--- config.mk ---
export PLATFORM = sky130hd
export DESIGN_NAME = lcd8080_bus_master
export DESIGN_NICKNAME = d
export VERILOG_FILES = /design/src/rtl/lcd8080_pkg.sv /design/src/rtl/lcd8080_bus_master.sv
export SDC_FILE = /design/constraint.sdc
export NUM_CORES = 1
export LEC_CHECK = 0
export ABC_AREA = 1
export BUFFER_PORTS_ARGS = -buffer_cell sky130_fd_sc_hd__buf_2
export CORE_MARGIN = 3
export CORE_UTILIZATION = 51
export CTS_CLUSTER_SIZE = 12
export DETAILED_ROUTE_END_ITERATION = 8
export GPL_TIMING_DRIVEN = 0
export HOLD_SLACK_MARGIN = 0.05
export PLACE_DENSITY = 0.78
export SLEW_MARGIN = 10
export SYNTH_ARGS = -nofsm -noshare
export SYNTH_HDL_FRONTEND = slang
export SYNTH_SLANG_ARGS = --single-unit
--- constraint.sdc ---
create_clock -name clk -period 1.85 [get_ports clk]
set_input_delay 0.2775 -clock clk [delete_from_list [all_inputs] [get_ports clk]]
set_output_delay 0.2775 -clock clk [all_outputs]
set_load 0.005 [all_outputs]
--- src/rtl/lcd8080_pkg.sv ---
// Shared definitions for the 8080-style display bus master.
// Holds the request op encodings and the bus-cycle FSM state type.
package lcd8080_pkg;

  localparam logic [1:0] OP_WR_CMD   = 2'b00;
  localparam logic [1:0] OP_WR_DATA  = 2'b01;
  localparam logic [1:0] OP_RD_DATA  = 2'b10;
  localparam logic [1:0] OP_HW_RESET = 2'b11;

  typedef enum logic [2:0] {
    ST_IDLE,
    ST_SETUP,
    ST_STROBE,
    ST_HIGH,
    ST_RST_LOW,
    ST_RST_WAIT
  } state_t;

endpackage

--- src/rtl/lcd8080_bus_master.sv ---
// Initiator for the 8-bit 8080-style parallel display bus.
// Turns byte requests from a valid/ready port into timed bus cycles:
// command write, data write, data read and a panel hardware-reset pulse.
//
// Ports:
//   clk, nreset            clock, synchronous active-low reset
//   req_valid/req_ready    request handshake (ready only while idle)
//   req_op, req_data       operation code and write byte
//   rsp_valid, rsp_data    one-cycle read strobe, last byte read (held)
//   busy                   inverse of req_ready
//   lcd_reset_o            panel reset, active low
//   lcd_cs_o/dc_o/wr_o/rd_o bus control pins (cs/wr/rd active low)
//   lcd_data_o, lcd_data_oe pad drive value and drive enable
//   lcd_data_i             pad input value
//
// Every pin is a flop output. The bidirectional pad cell is driven from
// the lcd_data_o / lcd_data_oe pair, so no request input reaches a pin
// without passing through a register first.
module lcd8080_bus_master
  import lcd8080_pkg::*;
#(
  parameter int SETUP_CYCLES      = 1,
  parameter int WR_LOW_CYCLES     = 2,
  parameter int RD_LOW_CYCLES     = 4,
  parameter int HIGH_CYCLES       = 2,
  parameter int RESET_CYCLES      = 16,
  parameter int RESET_WAIT_CYCLES = 64
) (
  input  logic       clk,
  input  logic       nreset,
  input  logic       req_valid,
  output logic       req_ready,
  input  logic [1:0] req_op,
  input  logic [7:0] req_data,
  output logic       rsp_valid,
  output logic [7:0] rsp_data,
  output logic       busy,
  output logic       lcd_reset_o,
  output logic       lcd_cs_o,
  output logic       lcd_dc_o,
  output logic       lcd_wr_o,
  output logic       lcd_rd_o,
  output logic [7:0] lcd_data_o,
  output logic       lcd_data_oe,
  input  logic [7:0] lcd_data_i
);

  localparam int M0   = (SETUP_CYCLES > WR_LOW_CYCLES) ? SETUP_CYCLES : WR_LOW_CYCLES;
  localparam int M1   = (M0 > RD_LOW_CYCLES) ? M0 : RD_LOW_CYCLES;
  localparam int M2   = (M1 > HIGH_CYCLES) ? M1 : HIGH_CYCLES;
  localparam int M3   = (M2 > RESET_CYCLES) ? M2 : RESET_CYCLES;
  localparam int MAXP = (M3 > RESET_WAIT_CYCLES) ? M3 : RESET_WAIT_CYCLES;
  localparam int CW   = $clog2(MAXP) + 1;

  if (SETUP_CYCLES < 1 || WR_LOW_CYCLES < 1 || RD_LOW_CYCLES < 1 ||
      HIGH_CYCLES < 1 || RESET_CYCLES < 1 || RESET_WAIT_CYCLES < 1) begin : g_bad_param
    $error("lcd8080_bus_master: every timing parameter must be at least 1");
  end

  // Counter load value: a phase of N cycles counts N-1 down to 0.
  function automatic logic [CW-1:0] ld(input int n);
    return CW'(n - 1);
  endfunction

  state_t        state;
  logic [CW-1:0] cnt;
  logic          is_rd;   // captured at accept; selects rd vs wr strobe

  assign busy = ~req_ready;

  always_ff @(posedge clk) begin
    if (!nreset) begin
      state       <= ST_IDLE;
      cnt         <= '0;
      is_rd       <= 1'b0;
      req_ready   <= 1'b0;
      rsp_valid   <= 1'b0;
      rsp_data    <= '0;
      lcd_reset_o <= 1'b1;
      lcd_cs_o    <= 1'b1;
      lcd_dc_o    <= 1'b1;
      lcd_wr_o    <= 1'b1;
      lcd_rd_o    <= 1'b1;
      lcd_data_o  <= '0;
      lcd_data_oe <= 1'b0;
    end else begin
      rsp_valid <= 1'b0;
      case (state)
        ST_IDLE: begin
          // Ready comes up one cycle after reset release; otherwise it is
          // already high here because the closing phase raised it.
          req_ready <= 1'b1;
          if (req_valid && req_ready) begin
            req_ready <= 1'b0;
            if (req_op == OP_HW_RESET) begin
              state       <= ST_RST_LOW;
              cnt         <= ld(RESET_CYCLES);
              lcd_reset_o <= 1'b0;
            end else begin
              state    <= ST_SETUP;
              cnt      <= ld(SETUP_CYCLES);
              is_rd    <= (req_op == OP_RD_DATA);
              lcd_cs_o <= 1'b0;
              // Reads address the data register, so dc is 1 for op 10 too.
              lcd_dc_o <= (req_op != OP_WR_CMD);
              if (req_op == OP_RD_DATA) begin
                lcd_data_oe <= 1'b0;
              end else begin
                lcd_data_o  <= req_data;
                lcd_data_oe <= 1'b1;
              end
            end
          end
        end
        ST_SETUP: begin
          if (cnt == '0) begin
            state <= ST_STROBE;
            if (is_rd) begin
              cnt      <= ld(RD_LOW_CYCLES);
              lcd_rd_o <= 1'b0;
            end else begin
              cnt      <= ld(WR_LOW_CYCLES);
              lcd_wr_o <= 1'b0;
            end
          end else begin
            cnt <= cnt - CW'(1);
          end
        end
        ST_STROBE: begin
          if (cnt == '0) begin
            state    <= ST_HIGH;
            cnt      <= ld(HIGH_CYCLES);
            lcd_wr_o <= 1'b1;
            lcd_rd_o <= 1'b1;
            // Sample at the same edge that releases rd, so the panel still
            // drives the bus when the byte is taken.
            if (is_rd) begin
              rsp_data  <= lcd_data_i;
              rsp_valid <= 1'b1;
            end
          end else begin
            cnt <= cnt - CW'(1);
          end
        end
        ST_HIGH: begin
          if (cnt == '0) begin
            state       <= ST_IDLE;
            lcd_cs_o    <= 1'b1;
            lcd_data_oe <= 1'b0;
            req_ready   <= 1'b1;
          end else begin
            cnt <= cnt - CW'(1);
          end
        end
        ST_RST_LOW: begin
          if (cnt == '0) begin
            state       <= ST_RST_WAIT;
            cnt         <= ld(RESET_WAIT_CYCLES);
            lcd_reset_o <= 1'b1;
          end else begin
            cnt <= cnt - CW'(1);
          end
        end
        ST_RST_WAIT: begin
          if (cnt == '0) begin
            state     <= ST_IDLE;
            req_ready <= 1'b1;
          end else begin
            cnt <= cnt - CW'(1);
          end
        end
        default: state <= ST_IDLE;
      endcase
    end
  end

endmodule

# [Word level (Yosys, flattened, before mapping)]
# Cells that the tools add are included.
# Widths: inputs -> output; s select.
[totals] regBits=35 output_inout_bits=25 wordCells=92
[op_classes] n_addsub=1 eq_ne=18 n_mux=36 bitwise_logic=3 reduce_logical=21
[ops] op="$mux 7" n=5
[ops] op="$pmux 7 s5" n=1
[ops] op="$ne 2x2->1 const B" n=10
[ops] op="$reduce_and 4->1" n=5
[ops] op="$mux 3" n=6
[ops] op="$mux 1" n=15
[ops] op="$pmux 3 s5" n=1
[ops] op="$pmux 1 s2" n=6
[ops] op="$reduce_and 3->1" n=4
[ops] op="$reduce_bool 2->1" n=5
[ops] op="$logic_not 7->1" n=1
[ops] op="$sub 7x1->7 const B" n=1
[ops] op="$eq 3x2->1 const B" n=2
[ops] op="$eq 3x3->1 const B" n=2
[ops] op="$reduce_and 5->1" n=1
[ops] op="$reduce_bool 5->1" n=1
[ops] op="$eq 2x2->1 const B" n=2
[ops] op="$mux 4" n=1
[ops] op="$eq 3x1->1 const B" n=1
[ops] op="$logic_not 3->1" n=1
[ops] op="$not 1->1" n=3
[ops] op="$mux 2" n=1
[ops] op="$ne 2x1->1 const B" n=1
[ops] op="$reduce_and 2->1" n=1
[ops] op="other kinds (2)" n=2

# [Logic depth before layout (Yosys ltp)]
# Gate-level depths: netlist (run 1).
[depth] word_depth=5 mapped_depth=11 depth_no_buf=11

# [Worst setup path after synthesis (run 1)]
# OpenSTA, ideal clock, no wires.
[synth_timing] kind="flip-flop to flip-flop" startpoint="register cnt[0]" endpoint="register rsp_data[7]" setup_ps=116 t_arrival_ps=1258 path_slack_ps=476 stages_incl_launch_ff=9 period_less_slack_ps=1374 cell_sequence="dfxtp_1 inv_1 ha_1 nand2_1 nor2_8 nand3_4 buf_6 o21ai_1 a21oi_1"
[synth_between] elab_chain_cells=2
[synth_lines] element="start, declared" line="lcd8080_bus_master.sv:66" source="logic [CW-1:0] cnt;"
[synth_lines] element="start signal, assigned" line="lcd8080_bus_master.sv:97" source="cnt <= ld(RESET_CYCLES);"
[synth_lines] element="start signal, assigned" line="lcd8080_bus_master.sv:101" source="cnt <= ld(SETUP_CYCLES);"
[synth_lines] element="start signal, assigned" line="lcd8080_bus_master.sv:119" source="cnt <= ld(RD_LOW_CYCLES);"
[synth_lines] element="$logic_not 7->1" line="lcd8080_bus_master.sv:130" source="if (cnt == '0) begin"
[synth_lines] element="$reduce_and 3->1 (no line)"
[synth_lines] element="end signal, assigned" line="lcd8080_bus_master.sv:138" source="rsp_data <= lcd_data_i;"
[synth_lines] element="end, declared" line="lcd8080_bus_master.sv:36" source="output logic [7:0] rsp_data,"
# No other way between the ends.
# A chain may end at the register's enable or synchronous reset.

# [Worst setup path in the final report (run 1)]
[layout_timing] startpoint="register cnt[0]" endpoint="register cnt[5]"
[layout_between] elab_chain_cells=3 word_cells_on_any_way=9 cone_classes="add/sub: 1; eq/ne: 1; mux: 5; reduce/logical: 2"
[layout_lines] element="$sub 7x1->7 or $logic_not 7->1 (tied branches)"
[layout_lines] element="$mux 7, or another cell as far along" line="lcd8080_bus_master.sv:146, lcd8080_bus_master.sv:165"
[layout_lines] element="$pmux 7 s5 or $reduce_and 3->1 (tied branches)"
# Several ways; a longest one is shown, not always the timed one. The select of a mux whose other input is x is not followed.

==> impl_metrics.toml, run 1 <==
[floorplan]
rows = 20
die_w_um = 62.97
dieArea_um2 = 3965
io_pins = 46
initial_core_util_pct = 53.78
core-area_um2 = 3078
die_h_um = 62.97

[global_route]
first_global_vias = 1501
antenna_found_initial = 0
grt-ovfl-total = 0
grt_usage_pct = 19.84
grt_max_degree = 12
grt_pass1_wl_mm = 6.403

[power]
p_per_area_nw_per_um2 = 1525
p_seq_share_pct = 33.8
vdd_ir_drop_max_uv = 652.5
p_leak_nw = 0.9580
p_comb_share_pct = 52.9
p_switching_w = 0.001411
p_total_w = 0.003034
sw_frac_of_total_pct = 46.49
clkPwrFrac_pct = 13.3
internal-power_w = 0.001624

[logic_synthesis]
ys_top_cells_by_count = "nand2_1 (37), dfxtp_1 (35), nor2_1 (29), a21oi_1 (26), inv_1 (23)"
yosys.area.top_type_share_pct = 42.33
syn_area_um2 = 1655
synth_area_leaders = "dfxtp_1 (42%), nand2_1 (8.4%), a21oi_1 (7.9%)"
yosysTopAreaCell = "dfxtp_1"
async_flop_share_pct = 0
synth-edff-count = 0
synth.avg_cell_area_um2 = 7.456
syn_nets = 245
syn_inst = 222
synth-main-ff-cell = "dfxtp_1"
yosysMostFrequentCell = "nand2_1"
yosysWarnings = 0
seq_area_frac_synth_pct = 42.33
synth-seq-cells = 35
ys_types = 26

[clock_network]
cts_num_sinks = 35
htree_levels = 2
clk_pin_slew_ns = 0.11
post-cts-setup-buffer-count = 0
cts_buffers = 5
clockBufferDepth = 2
insertion_delay_ns = 0.33
cts_root_buf = "clkbuf_4"
ctsResizeCount = 0
cts_tree = "built"
postCtsHoldBufs = 0

[timing]
skew_ns = 0.003474
post-route-period-util_pct = 83.97
slew_headroom_pct = 67.81
setup_tns_ns = 0
fmax_ghz = 0.6437
finalMaxSlewViolations = 0
finalCriticalPeriod_ns = 1.553
hold_viol = 0
rsz0062_at_grt = "no"
worst_pin_slew_ns = 0.4828
finalSetupViolCount = 0

[route]
drc = 0
viasPerCell = 4.900
totalWireLength_mm = 3.592
drt-wirelength-per-cell_um = 11.26
vias = 1563
ant_nets = 0
drt_pass1_iterations = 4
drt_iter0_markers = 67

[hold_path]
hold_class = "primary input to flop"

[job]
cap_violations = 0

[final_layout]
design_area_um2 = 1989
drive_gt1_share_pct = 26.91
fillers = 299
areaGrowthSynthToFinish_pct = 20.18
n_antenna_cell = 0
final_util_pct = 64.63
nNetsFinal = 297

[worst_setup_path]
max_stage_delay_ns = 0.34
worstPathRequired_ns = 2.06
crit_path_start_kind = "flop"
slowest_stage = "dfxtp_1"
crit_fanout = 5
end_kind = "flop"
cp_cell_sequence = "inv_1 -> ha_1 -> inv_1 -> nor2_1 -> nand3_1 -> nand2_1 -> nand2_2 -> nand2_1 -> nand2_1 -> nand2_1 -> a21oi_1"
critical_path_class = "flop to flop"
timing.critical_path.mode_cell = "nand2_1"
critPathArrivalTime_ns = 1.76

[placement]
dp_hpwl_mm = 2.686
dpl_cell_area_um2 = 1936
port_buffers = 45
routabilityCongestion = 0.8293

[outcome]
status = "completed"
per-layer routing:
metal	vias up	wire length, um	GRT usage (%)
li1	822	-	-
met1	688	1646	25.00
met2	45	1687	32.67
met3	8	215	5.216
met4	0	43	6.612
met5	-	0	0
sequential cells by signal, summed over array words and instances (netlist names):
| register | cells |
|---|---|
| lcd_wr_o | 1 |
| req_ready | 1 |
| lcd_dc_o | 1 |
| state | 3 |
| lcd_rd_o | 1 |
| lcd_reset_o | 1 |
| lcd_data_o | 8 |
| rsp_valid | 1 |
| lcd_data_oe | 1 |
| lcd_cs_o | 1 |
| rsp_data | 8 |
| cnt | 7 |
| is_rd | 1 |
critical path, delay by kind of cell (launching register included):
family	cells	cell delay (ns)
and+or+nand+nor	7	0.69
AOI/OAI and AO/OA	1	0.05
buffers and inverters	2	0.18
adders and majority gates	1	0.18
DFF	1	0.34
kinds of logic after synthesis:
family | share of synthesized area, %
compound gates | 16.02
xor+xnor | 2.117
fa+ha+maj | 1.511
buf+inv | 7.634
flops | 42.33
simple gates | 30.38
layout by cell type, fill, tap and decap left out, drive strengths merged, types with 2 or more instances in the layout:
master | Yosys | final
buf | 1 | 46
nand2 | 43 | 43
nor2 | 37 | 37
dfxtp | 35 | 35
a21oi | 27 | 27
inv | 27 | 27
o21ai | 21 | 21
nand3 | 17 | 17
clkbuf | 3 | 9
xor2 | 3 | 3
nand4 | 2 | 2
ha | 2 | 2
path summary, 6_finish.rpt:
| path | startpoint | endpoint | slack [ns] | cells after the start |
|---|---|---|---|---|
| worst max-delay path | cnt[0]$_SDFFE_PN0P_ | cnt[5]$_SDFFE_PN0P_ | 0.30 | 11 |
| worst min-delay path | req_data[3] | lcd_data_o[3]$_SDFFE_PN0P_ | 0.16 | 3 |
| worst max register to register | cnt[0]$_SDFFE_PN0P_ | cnt[5]$_SDFFE_PN0P_ | 0.30 | 11 |
| worst min register to register | rsp_data[2]$_SDFFE_PN0P_ | rsp_data[2]$_SDFFE_PN0P_ | 0.45 | 2 |
stage by stage:
stage	hold WS [ns]	setup WS (ns)	cells
CTS	0.1547	0.2868	319
floorplan	0.4103	0.4755	222
detailed placement	0.4345	0.3039	311
global route	0.1396	0.1251	319
global placement	0.4265	0.3216	311
finish	0.1574	0.2965	319
area by class of cell:
type,instances,area [um2],share of cell area (%)
Multi-Input combinational cell,156,828.3,41.64
Clock buffer,6,41.29,2.075
Sequential cell,35,700.7,35.22
Clock inverter,2,12.51,0.6289
Inverter,27,103.9,5.220
Timing Repair Buffer,45,225.2,11.32
Tap cell,44,55.05,2.767
Buffer,4,22.52,1.132
power by group through the flow:
stage	Sequential, W	Combinational, W	Clock [W]
finish	0.00102	0.00161	0.000405
floorplan	0.00103	0.00127	0
detailed placement	0.00104	0.00160	0
CTS	0.00102	0.00162	0.000415
global placement	0.00104	0.00157	0
global route	0.00105	0.00185	0.000454
Power figures use the tool's default switching activity.
==> run 2, diff against run 1 <==
Settings changed: ABC_AREA 1 to 0, CORE_UTILIZATION 51 to 47, PLACE_DENSITY 0.78 to 0.75.
Clock period 1.85 ns to 1.4 ns, I/O delays scaled along.
==> run 2 against run 1 <==
The flow now finishes with violations (setup timing). Utilization grew 15 points. Non-clock buffer count rose by 34. Clock power grew 140%. Via count up 32%. Fmax shrank 12%. Worst hold slack got worse by 0.012 ns. Sequential power rose by 53%. Critical path depth shrank 5. Register-to-register slack got worse by 0.65 ns. Wire length is 86% higher. First-iteration DRC count rose to 3.4 times the previous value. Critical endpoint is now cnt[3]$_SDFFE_PN0P_. Largest power group unchanged.
==> impl_metrics.toml, run 2 <==
[outcome]
status = "finished with violations"
violations = "setup timing"

[floorplan]
core-area_um2 = 3521
die_w_um = 67.90
rows = 21
die_h_um = 67.90
dieArea_um2 = 4610
initial_core_util_pct = 51.14
io_pins = 46

[timing]
finalSetupViolCount = 35
finalCriticalPeriod_ns = 1.756
rsz0062_at_grt = "yes"
hold_viol = 0
fin_ws_ns = -0.3555
fmax_ghz = 0.5696
slew_headroom_pct = 56.78
finalMaxSlewViolations = 0
skew_ns = 0.004719
worst_pin_slew_ns = 0.6484
post-route-period-util_pct = 125.4

[clock_network]
cts_tree = "built"
clockBufferDepth = 2
cts_root_buf = "clkbuf_8"
cts_buffers = 5
postCtsHoldBufs = 0
insertion_delay_ns = 0.30
htree_levels = 2
cts_num_sinks = 35
clk_pin_slew_ns = 0.08

[job]
cap_violations = 0

[worst_setup_path]
cp.buffers_inverters = 2
worstPathRequired_ns = 1.65
max_stage_delay_ns = 0.42
end_kind = "flop"
r2r_slack_ns = -0.36
slowest_stage = "a2111oi_2"
crit_path_start_kind = "flop"
critPathArrivalTime_ns = 2.00
critical_path_class = "flop to flop"
cp_cell_sequence = "buf_12 -> buf_6 -> nor3_1 -> xnor2_1 -> a2111oi_2 -> a211o_1"
crit_fanout = 3
critPathTopFamily = "compound AO/OA/AOI/OAI gates"

[logic_synthesis]
synth.avg_cell_area_um2 = 8.826
yosysWarnings = 0
synth-seq-cells = 35
async_flop_share_pct = 0
synth-main-ff-cell = "dfxtp_1"
synth-edff-count = 0
yosys.area.top_type_share_pct = 38.92
yosysTopAreaCell = "dfxtp_1"
seq_area_frac_synth_pct = 38.92
synth_area_leaders = "dfxtp_1 (39%), nand2_1 (5.6%), a21oi_1 (5.3%)"
yosysMostFrequentCell = "dfxtp_1"
syn_area_um2 = 1800
ys_top_cells_by_count = "dfxtp_1 (35), nand2_1 (27), a21oi_1 (19), nor2_1 (16), mux2i_1 (9)"
ys_types = 54
syn_nets = 227
syn_inst = 204

[final_layout]
drive_gt1_share_pct = 54.93
fillers = 211
design_area_um2 = 2808
nNetsFinal = 306
top_regs = "lcd_data_o (8), rsp_data (8), cnt (7)"
layout_common_cells = "buf_2 (46), dfxtp_1 (26), buf_4 (19)"
areaGrowthSynthToFinish_pct = 55.94
n_antenna_cell = 0
final_common_cell = "buf_2"

[route]
drc = 0
ant_nets = 0
drt_iter0_markers = 231
vias = 2064
totalWireLength_mm = 6.697
viasPerCell = 6.255
drt-wirelength-per-cell_um = 20.29
drt_pass1_iterations = 5

[placement]
routabilityCongestion = 0.9078
port_buffers = 45
dpl_worst_slack_ns = -0.4401
dpl_cell_area_um2 = 2137
dp_hpwl_mm = 3.364

[power]
vdd_ir_drop_max_uv = 1871
p_leak_nw = 1.219
p_per_area_nw_per_um2 = 2636

[global_route]
grt_max_degree = 12
grt-ovfl-total = 0
grt_usage_pct = 24.88
first_global_vias = 1733
grt_pass1_wl_mm = 8.252
antenna_found_initial = 0

[hold_path]
hold_class = "primary input to flop"
run 2: cell types whose count changed after synthesis, moves of 5 or more:
cell / before / now
a21oi_1: 26 / 19
nand2_2: 5 / 0
nand2_1: 37 / 27
nand3_1: 16 / 3
mux2i_1: 0 / 9
nor2_1: 29 / 16
o21ai_0: 19 / 1
inv_1: 23 / 5
run 2: through the flow:
step	cells	TNS [ns]	util [%]	hold WS, ns	power (W)
detailed placement	295	-8.044	60.70	0.4470	0.004180
floorplan	204	-2.346	-	0.3277	0.003577
global placement	295	-7.603	60.70	0.4403	0.004159
finish	330	-6.990	79.74	0.1456	0.007401
CTS	316	-6.401	71.11	0.1493	0.005964
global route	330	-8.559	79.74	0.1604	0.007620
run 2: timing repair:
item | CTS | global route
gates resized for setup | 40 | 43
setup buffers | 15 | 14
cloned | 1 | 0
endpoints found under the setup margin | 35 | 35
pin swaps | 30 | 20
run 2: final timing paths:
path,start,end,depth (start not counted)
max,cnt[2]$_SDFFE_PN0P_,cnt[3]$_SDFFE_PN0P_,6
min,lcd_data_i[3],rsp_data[3]$_SDFFE_PN0P_,3
min reg2reg,lcd_data_o[0]$_SDFFE_PN0P_,lcd_data_o[0]$_SDFFE_PN0P_,2
max reg2reg,cnt[2]$_SDFFE_PN0P_,cnt[3]$_SDFFE_PN0P_,6
run 2: worst register-to-register path, delay by kind of cell (launching register included):
kind	cells	cell delay [ns]
compound gates	2	0.56
flops	1	0.37
simple gates	1	0.34
buf+inv	2	0.24
xor+xnor	1	0.19
run 2: final cells by class:
type | instances | area (um2) | area share (%)
clock inverters | 2 | 35.03 | 1.248
plain buffers | 8 | 58.81 | 2.094
inverters | 5 | 21.27 | 0.7576
repair buffers | 75 | 518.0 | 18.45
clock buffers | 6 | 82.58 | 2.941
flip-flops and latches | 35 | 729.5 | 25.98
multi-input cells | 153 | 1305 | 46.48
well taps | 46 | 57.56 | 2.050
run 2: power by group:
part,internal [W],total (W),leakage [nW],switching (W)
logic,0.00232,0.00486,0.867,0.00255
clock network,0.000576,0.000981,0.0612,0.000404
registers,0.00125,0.00156,0.290,0.000308
run 2: cell families after synthesis:
logic type / share of synthesized area, %
and+or+nand+nor: 24.67
adders and majority gates: 1.390
DFF: 38.92
AOI/OAI and AO/OA: 24.18
muxes: 5.004
buffers and inverters: 3.892
xor gates and xnor gates: 1.946
run 2: layer usage:
metal,vias to the layer above,GRT usage [%],part of all wire (%)
li1,902,-,-
met1,980,30.62,35
met2,146,41.56,51
met3,36,5.090,10
met4,0,11.66,3.5
met5,-,0,0
